$ cat config.mk
export PLATFORM = sky130hd
export DESIGN_NAME = fetch_queue
export DESIGN_NICKNAME = d
export VERILOG_FILES = /design/src/rtl/fetch_queue.sv
export SDC_FILE = /design/constraint.sdc
export NUM_CORES = 1
export LEC_CHECK = 0
export ABC_AREA = 1
export BUFFER_PORTS_ARGS = -buffer_cell sky130_fd_sc_hd__buf_2
export CAP_MARGIN = 25
export CORE_ASPECT_RATIO = 2
export CORE_MARGIN = 4
export CORE_UTILIZATION = 50
export CTS_CLUSTER_DIAMETER = 200
export DETAILED_ROUTE_END_ITERATION = 8
export GPL_TIMING_DRIVEN = 0
export PLACE_DENSITY_LB_ADDON = 0.15
export SKIP_CTS_REPAIR_TIMING = 1
export SYNTH_ARGS = -nofsm -noshare
export SYNTH_HDL_FRONTEND = slang
export SYNTH_SLANG_ARGS = --single-unit
export TNS_END_PERCENT = 30
$ cat constraint.sdc
create_clock -name clk -period 2.2 [get_ports clk]
set_input_delay 0.11 -clock clk [delete_from_list [all_inputs] [get_ports clk]]
set_output_delay 0.11 -clock clk [all_outputs]
set_load 0.05 [all_outputs]
$ cat src/rtl/fetch_queue.sv
// fetch_queue
//   Instruction fetch stage. Owns the fetch PC, presents it to the
//   instruction memory, captures the combinationally returned word and
//   buffers {pc, instr} pairs in a DEPTH-entry FIFO for the decode stage.
//   A redirect flushes every buffered entry and restarts fetch at a new,
//   word-aligned address.
//
// Ports
//   clk          system clock, rising edge
//   rst          asynchronous active-low reset
//   imem_addr    fetch address to instruction memory (the fetch PC)
//   imem_instr   instruction word for imem_addr, valid in the same cycle
//   redirect     flush and restart fetch at redirect_pc
//   redirect_pc  new fetch address, bits [1:0] ignored
//   deq_ready    decode accepts the head entry this cycle
//   deq_valid    head entry is valid (masked low during a redirect)
//   deq_instr    instruction word of the head entry
//   deq_pc       PC of the head entry
//   count        number of occupied entries
module fetch_queue #(
  parameter int unsigned DEPTH    = 4,
  parameter logic [31:0] RESET_PC = 32'h0000_0000
) (
  input  logic                       clk,
  input  logic                       rst,
  output logic [31:0]                imem_addr,
  input  logic [31:0]                imem_instr,
  input  logic                       redirect,
  input  logic [31:0]                redirect_pc,
  input  logic                       deq_ready,
  output logic                       deq_valid,
  output logic [31:0]                deq_instr,
  output logic [31:0]                deq_pc,
  output logic [$clog2(DEPTH+1)-1:0] count
);

  localparam int PTR_W = $clog2(DEPTH);
  localparam int CNT_W = $clog2(DEPTH + 1);
  localparam logic [CNT_W-1:0] FULL_CNT = CNT_W'(DEPTH);

  logic [31:0]      fpc;
  logic [PTR_W-1:0] rdPtr;
  logic [PTR_W-1:0] wrPtr;
  logic [31:0]      instrStore [DEPTH];
  logic [31:0]      pcStore    [DEPTH];
  logic             deqFire;
  logic             enqFire;
  logic             unusedPcBits;

  // Redirect targets are forced to word alignment; the low bits are dropped.
  assign unusedPcBits = ^redirect_pc[1:0];

  assign imem_addr = fpc;
  assign deq_valid = (count != '0) && !redirect;
  assign deq_instr = instrStore[rdPtr];
  assign deq_pc    = pcStore[rdPtr];
  assign deqFire   = deq_valid && deq_ready;
  // A full queue can still accept a word when the head leaves on the same edge.
  assign enqFire   = !redirect && ((count < FULL_CNT) || deqFire);

  always_ff @(posedge clk or negedge rst) begin
    if (!rst) begin
      fpc   <= RESET_PC;
      rdPtr <= '0;
      wrPtr <= '0;
      count <= '0;
    end else if (redirect) begin
      fpc   <= {redirect_pc[31:2], 2'b00};
      rdPtr <= '0;
      wrPtr <= '0;
      count <= '0;
    end else begin
      if (enqFire) begin
        wrPtr <= wrPtr + PTR_W'(1);
        fpc   <= fpc + 32'd4;
      end
      if (deqFire) begin
        rdPtr <= rdPtr + PTR_W'(1);
      end
      case ({enqFire, deqFire})
        2'b10:   count <= count + CNT_W'(1);
        2'b01:   count <= count - CNT_W'(1);
        default: count <= count;
      endcase
    end
  end

  always_ff @(posedge clk or negedge rst) begin
    if (!rst) begin
      for (int i = 0; i < int'(DEPTH); i++) begin
        instrStore[i] <= '0;
        pcStore[i]    <= '0;
      end
    end else if (enqFire) begin
      instrStore[wrPtr] <= imem_instr;
      pcStore[wrPtr]    <= fpc;
    end
  end

endmodule

==> Word-level counts from Yosys, hierarchy flattened <==
Index checks and enable logic that the tools add are counted.
{ "totals": {"regBits": 295, "latch_bits": 0, "mem_bits_rw": 0, "mem_bits_ro": 0, "inputBits": 68, "output_inout_bits": 100, "elab_cells": 53, "memories": 0} }
{ "classes": {"n_addsub": 5, "multipliers": 0, "div_mod_pow": 0, "magnitude_cmp": 4, "n_eq_ne": 2, "shifts": 0, "mux": 18, "bitwise_logic": 2, "n_reduce_logical": 10} }
{ "ops": {"columns": ["op", "n"], "rows": [
  ["128-bit bitwise mux", 2],
  ["32-bit 2-to-1 mux", 7],
  ["32-bit binary-select mux with 2-bit select", 2],
  ["32-bit demux with 2-bit select", 1],
  ["32-bit by 3-bit adder with 32-bit output (second input constant)", 1],
  ["2-bit 2-to-1 mux", 4],
  ["3-bit >= comparator (second input constant)", 2],
  ["2-bit NOT with 3-bit output", 2],
  ["3-bit one-hot mux with 2 select lines", 1],
  ["3-bit nonzero test", 2],
  ["2-bit by 1-bit adder with 2-bit output (second input constant)", 2],
  ["1-bit logical AND", 4],
  ["2-bit nonzero test", 2],
  ["3-bit by 1-bit adder with 3-bit output (second input constant)", 1],
  ["3-bit by 1-bit < comparator with 1-bit output (second input constant)", 1],
  ["3-bit < comparator (second input constant)", 1],
  ["3-bit 2-to-1 mux", 1],
  ["3-bit by 1-bit subtractor with 3-bit output (second input constant)", 1],
  ["2-bit by 1-bit == test with 1-bit output (second input constant)", 1],
  ["2-bit == test (second input constant)", 1],
  ["1-bit zero test", 1],
  ["1-bit logical OR", 1]
]} }

==> Logic depth before layout (Yosys ltp) <==
{ "depth": {"word_depth": 8, "depth_mapped": 9} }

==> Worst setup path before layout <==
No wires, ideal clock.
{ "synth_timing": {"path_type": "register -> register", "start": "reg fpc[2], in the netlist imem_addr[2]", "end": "reg fpc[26], in the netlist imem_addr[26]", "setup_time_ns": 0.118, "arrival_ns": 1.789, "required_ns": 2.082, "setup_slack_ns": 0.293, "stages_incl_launch_ff": 9, "n_path_buf": 0, "period_less_slack_ns": 1.907, "path_cell_list": "dfrtp_1 > ha_1 > nand3_1 > nor3_1 > nand2_1 > nand2_1 > nand3_1 > nand2_1 > nand2_1"} }
{ "synth_via": {"elab_chain_len": 3} }
{ "synth_rtl": {"columns": ["item", "line", "text"], "rows": [
  ["start, declared", "41", "logic [31:0] fpc;"],
  ["start signal, assigned", "68", "fpc <= {redirect_pc[31:2], 2'b00};"],
  ["start signal, assigned", "75", "fpc <= fpc + 32'd4;"],
  ["32-bit by 3-bit adder with 32-bit output", "75", null],
  ["32-bit 2-to-1 mux", "73", "if (enqFire) begin"],
  ["32-bit 2-to-1 mux", "67", "end else if (redirect) begin"]
]} }
No other way between the ends. The select of a mux whose other input is x is not followed.
A chain may end at the register's enable or synchronous reset.

==> Final worst setup path <==
{ "layout_timing": {"start": "reg fpc[9], in the netlist imem_addr[9]", "end": "reg fpc[28], in the netlist imem_addr[28]"} }
The elaborated chain is that of the path after synthesis.

==> results_dict.tcl <==
set metrics [dict create \
    hold-worst-slack_ns -0.0405 \
    cp_common_cell "nand2_1" \
    grt-ovfl-total 0 \
    min_path_cells 5 \
    core_area_mm2 0.0258 \
    stdcell_count 2223 \
    arrival_ns 2.63 \
    p_leak_nw 7.90 \
    ys_seq_area_share_pct 54.3 \
    ys_ff_latch 285 \
    ant_nets 0 \
    cpLargestDelayFamily "simple AND/OR/NAND/NOR gates" \
    synth_cell_types 33 \
    dr.pass1.iters 6 \
    cp-start-kind "flop" \
    tightest_slew_ns 0.681 \
    finalNetCount 1938 \
    grt_pass1_vias 12200 \
    cpPeakStageDelay_ns 0.48 \
    dr.first_iter.drc_count 1194 \
    crit_slowest_cell "dfrtp_1" \
    numClockSinks 285 \
    fin_crit_sh_pct 99.7 \
    dpl.cell_count 2113 \
    clock_path_buffers 3 \
    synth.cell_area_mm2 0.0131 \
    hold_violations 1 \
    htreeDepth 1 \
    cts-root-buf "clkbuf_16" \
    num_rows 83 \
    gp_congestion 0.975 \
    reg2reg_depth 9 \
    via_count 12600 \
    r2r_slack_ns 0.006 \
    detailed_place_hpwl_um 31200 \
    regArea_mm2 0.00713 \
    max_freq_mhz 456 \
    critPathMaxFanout 5 \
    ios 168 \
    die_y_um 237 \
    die_area_mm2 0.0291 \
    layout_min_cycle_time_ns 2.19 \
    grt_pass1_wl_um 66600 \
    finalMaxSlewViolations 0 \
    cts_tree "yes" \
    cts_buffers 26 \
    cts.clk_slew.worst_paths_ns 0.07 \
    synth_warnings 0 \
    n_antenna_cell 0 \
    dieWidth_um 123 \
    violations "negative hold slack" \
    drive_gt1_share_pct 16.9 \
    crit_required_ns 2.63 \
    irDropWorstVdd_mv 0.857 \
    syn_avg_cell_area_um2 8.17 \
    multi_input_area_mm2 0.00525 \
    final_core_util_pct 63.5 \
    crit_chain "nand2_1 > nor2_1 > nand2_1 > nor2_1 > nand2_1 > nand2_1 > nand3_1 > nand2_1 > nand2_1" \
    num-fill-cells 2355 \
    worstSetupPathType "flop to flop" \
    grt_max_degree 127 \
    path_depth 9 \
    avgRoutedWirePerCell_um 19.9 \
    initial_core_util_pct 51.0 \
    area_growth_pct 24.5 \
    crit_path_end_kind "flop" \
    drt-total-wl_um 44200 \
    status "finished with violations" \
    relSlewSlack_pct 54.6 \
    setup_viol 0 \
    rsz0062_at_grt "yes" \
    path_buf_inv 0 \
    clock_skew_ns 0.0112 \
    vias_per_cell 5.65 \
    holdCritPathClass "input pin to flop" \
    portBuffers 161 \
    cap_violations 0 \
    synthCells 1606 \
    antenna_found_initial 0 \
    pwr_density_cell_mw_per_mm2 1540 \
    track_usage_pct 29.6 \
    clk_latency_ns 0.54 \
    drc 0 \
]
[path summary, 6_finish.rpt]
path | start | to
setup / recovery | imem_addr[9]$_DFFE_PN0N_ | imem_addr[28]$_DFFE_PN0N_
hold / removal | redirect_pc[10] | imem_addr[10]$_DFFE_PN0N_
setup reg to reg | imem_addr[9]$_DFFE_PN0N_ | imem_addr[28]$_DFFE_PN0N_
hold reg to reg | pcStore[82]$_DFFE_PN0P_ | pcStore[82]$_DFFE_PN0P_
max in group asynchronous | rst | pcStore[37]$_DFFE_PN0P_
min in group asynchronous | rst | instrStore[103]$_DFFE_PN0P_
[logic make-up after synthesis]
kind of cell / count (synthesis) / synth area share [%]
AOI/OAI and AO/OA: 471 / 18.7
xor gates and xnor gates: 3 / 0.200
and+or+nand+nor: 647 / 19.6
DFF: 285 / 54.3
buffers and inverters: 193 / 6.51
other: 1 / 0.0286
adders and majority gates: 6 / 0.629
[per-layer routing]
layer  up-vias  track usage, %  wire length, µm
met4         0            16.6             2510
met5         -               0                0
met1      6123            32.9            15800
li1       5814               -                -
met2       513            54.0            23800
met3       121            3.00             2160
[sequential cells by signal, summed over array words and instances (netlist names)]
name,flops
instrStore,128
pcStore,120
imem_addr,30
count,3
rdPtr,2
wrPtr,2
[stage by stage]
stage	instance area (µm²)	TNS, ns	total power, mW	setup slack, ns
after detailed placement	14400	-1.29	19.6	-0.207
final	16300	0	25.2	0.00577
after global placement	14400	-1191.82	19.3	-4.23
after global routing	16300	-0.444	26.6	-0.0427
after CTS	15300	-34.83	24.3	-0.785
after floorplan	13100	0	16.4	0.293
[worst min-delay path, cell delays in order]
cell     delay [ns]
buf_2          0.10
nor2_1         0.09
a21oi_1        0.05
o21ai_0        0.08
inv_1          0.04
[synthesized netlist by cell type (all sizes together)]
cell / number / area share [%]
nand2: 399 / 12
o21ai: 395 / 15
dfrtp: 285 / 54
nor2: 184 / 5.4
inv: 87 / 2.5
o22ai: 63 / 3.0
clkbuf: 60 / 1.7
nand3: 51 / 2.0
buf: 46 / 2.3
ha: 5 / 0.48
nand4: 5 / 0.24
nor3: 5 / 0.19
a31oi: 4 / 0.19
a21oi: 3 / 0.11
a22oi: 3 / 0.17
xor2: 3 / 0.20
a211oi: 2 / 0.11
or2: 2 / 0.095
conb: 1 / 0.029
fa: 1 / 0.15
nand3b: 1 / 0.057
o31ai: 1 / 0.057
[report_power, final]
part	leakage (nW)	internal, mW	switching (mW)	total [mW]
logic	3.91	3.49	8.03	11.5
registers	3.54	7.60	1.40	8.99
clock network	0.446	2.71	2.02	4.73
[area by class of cell]
cell class                      count  share of cell area [%]
Multi-Input combinational cell   1132                    32.1
Sequential cell                   285                    43.6
Buffer                            106                    3.94
Timing Repair Buffer              226                    10.2
Inverter                           87                    2.09
Tap cell                          340                    2.60
Clock inverter                     10                   0.613
Clock buffer                       37                    4.79
[cell usage in the layout (no fill, tap or decap), types with 3 or more instances in the layout]
cell	count
buf_6	12
nand2_1	392
dfrtp_1	285
ha_1	5
buf_4	54
clkbuf_16	27
a21oi_1	3
inv_1	80
buf_8	3
nor2_2	4
clkbuf_4	34
clkinv_2	8
o21ai_0	318
nand2_2	5
buf_1	3
clkbuf_2	14
clkbuf_8	7
a22oi_1	3
nor2_1	179
dlygate4sd3_1	63
nor3_1	4
conb_1	5
clkbuf_1	32
o21ai_1	77
o22ai_2	15
nand4_1	5
o22ai_1	48
inv_2	4
a31oi_1	4
xor2_1	3
buf_2	118
nand3_1	50
(Power assumes the default switching activity.)
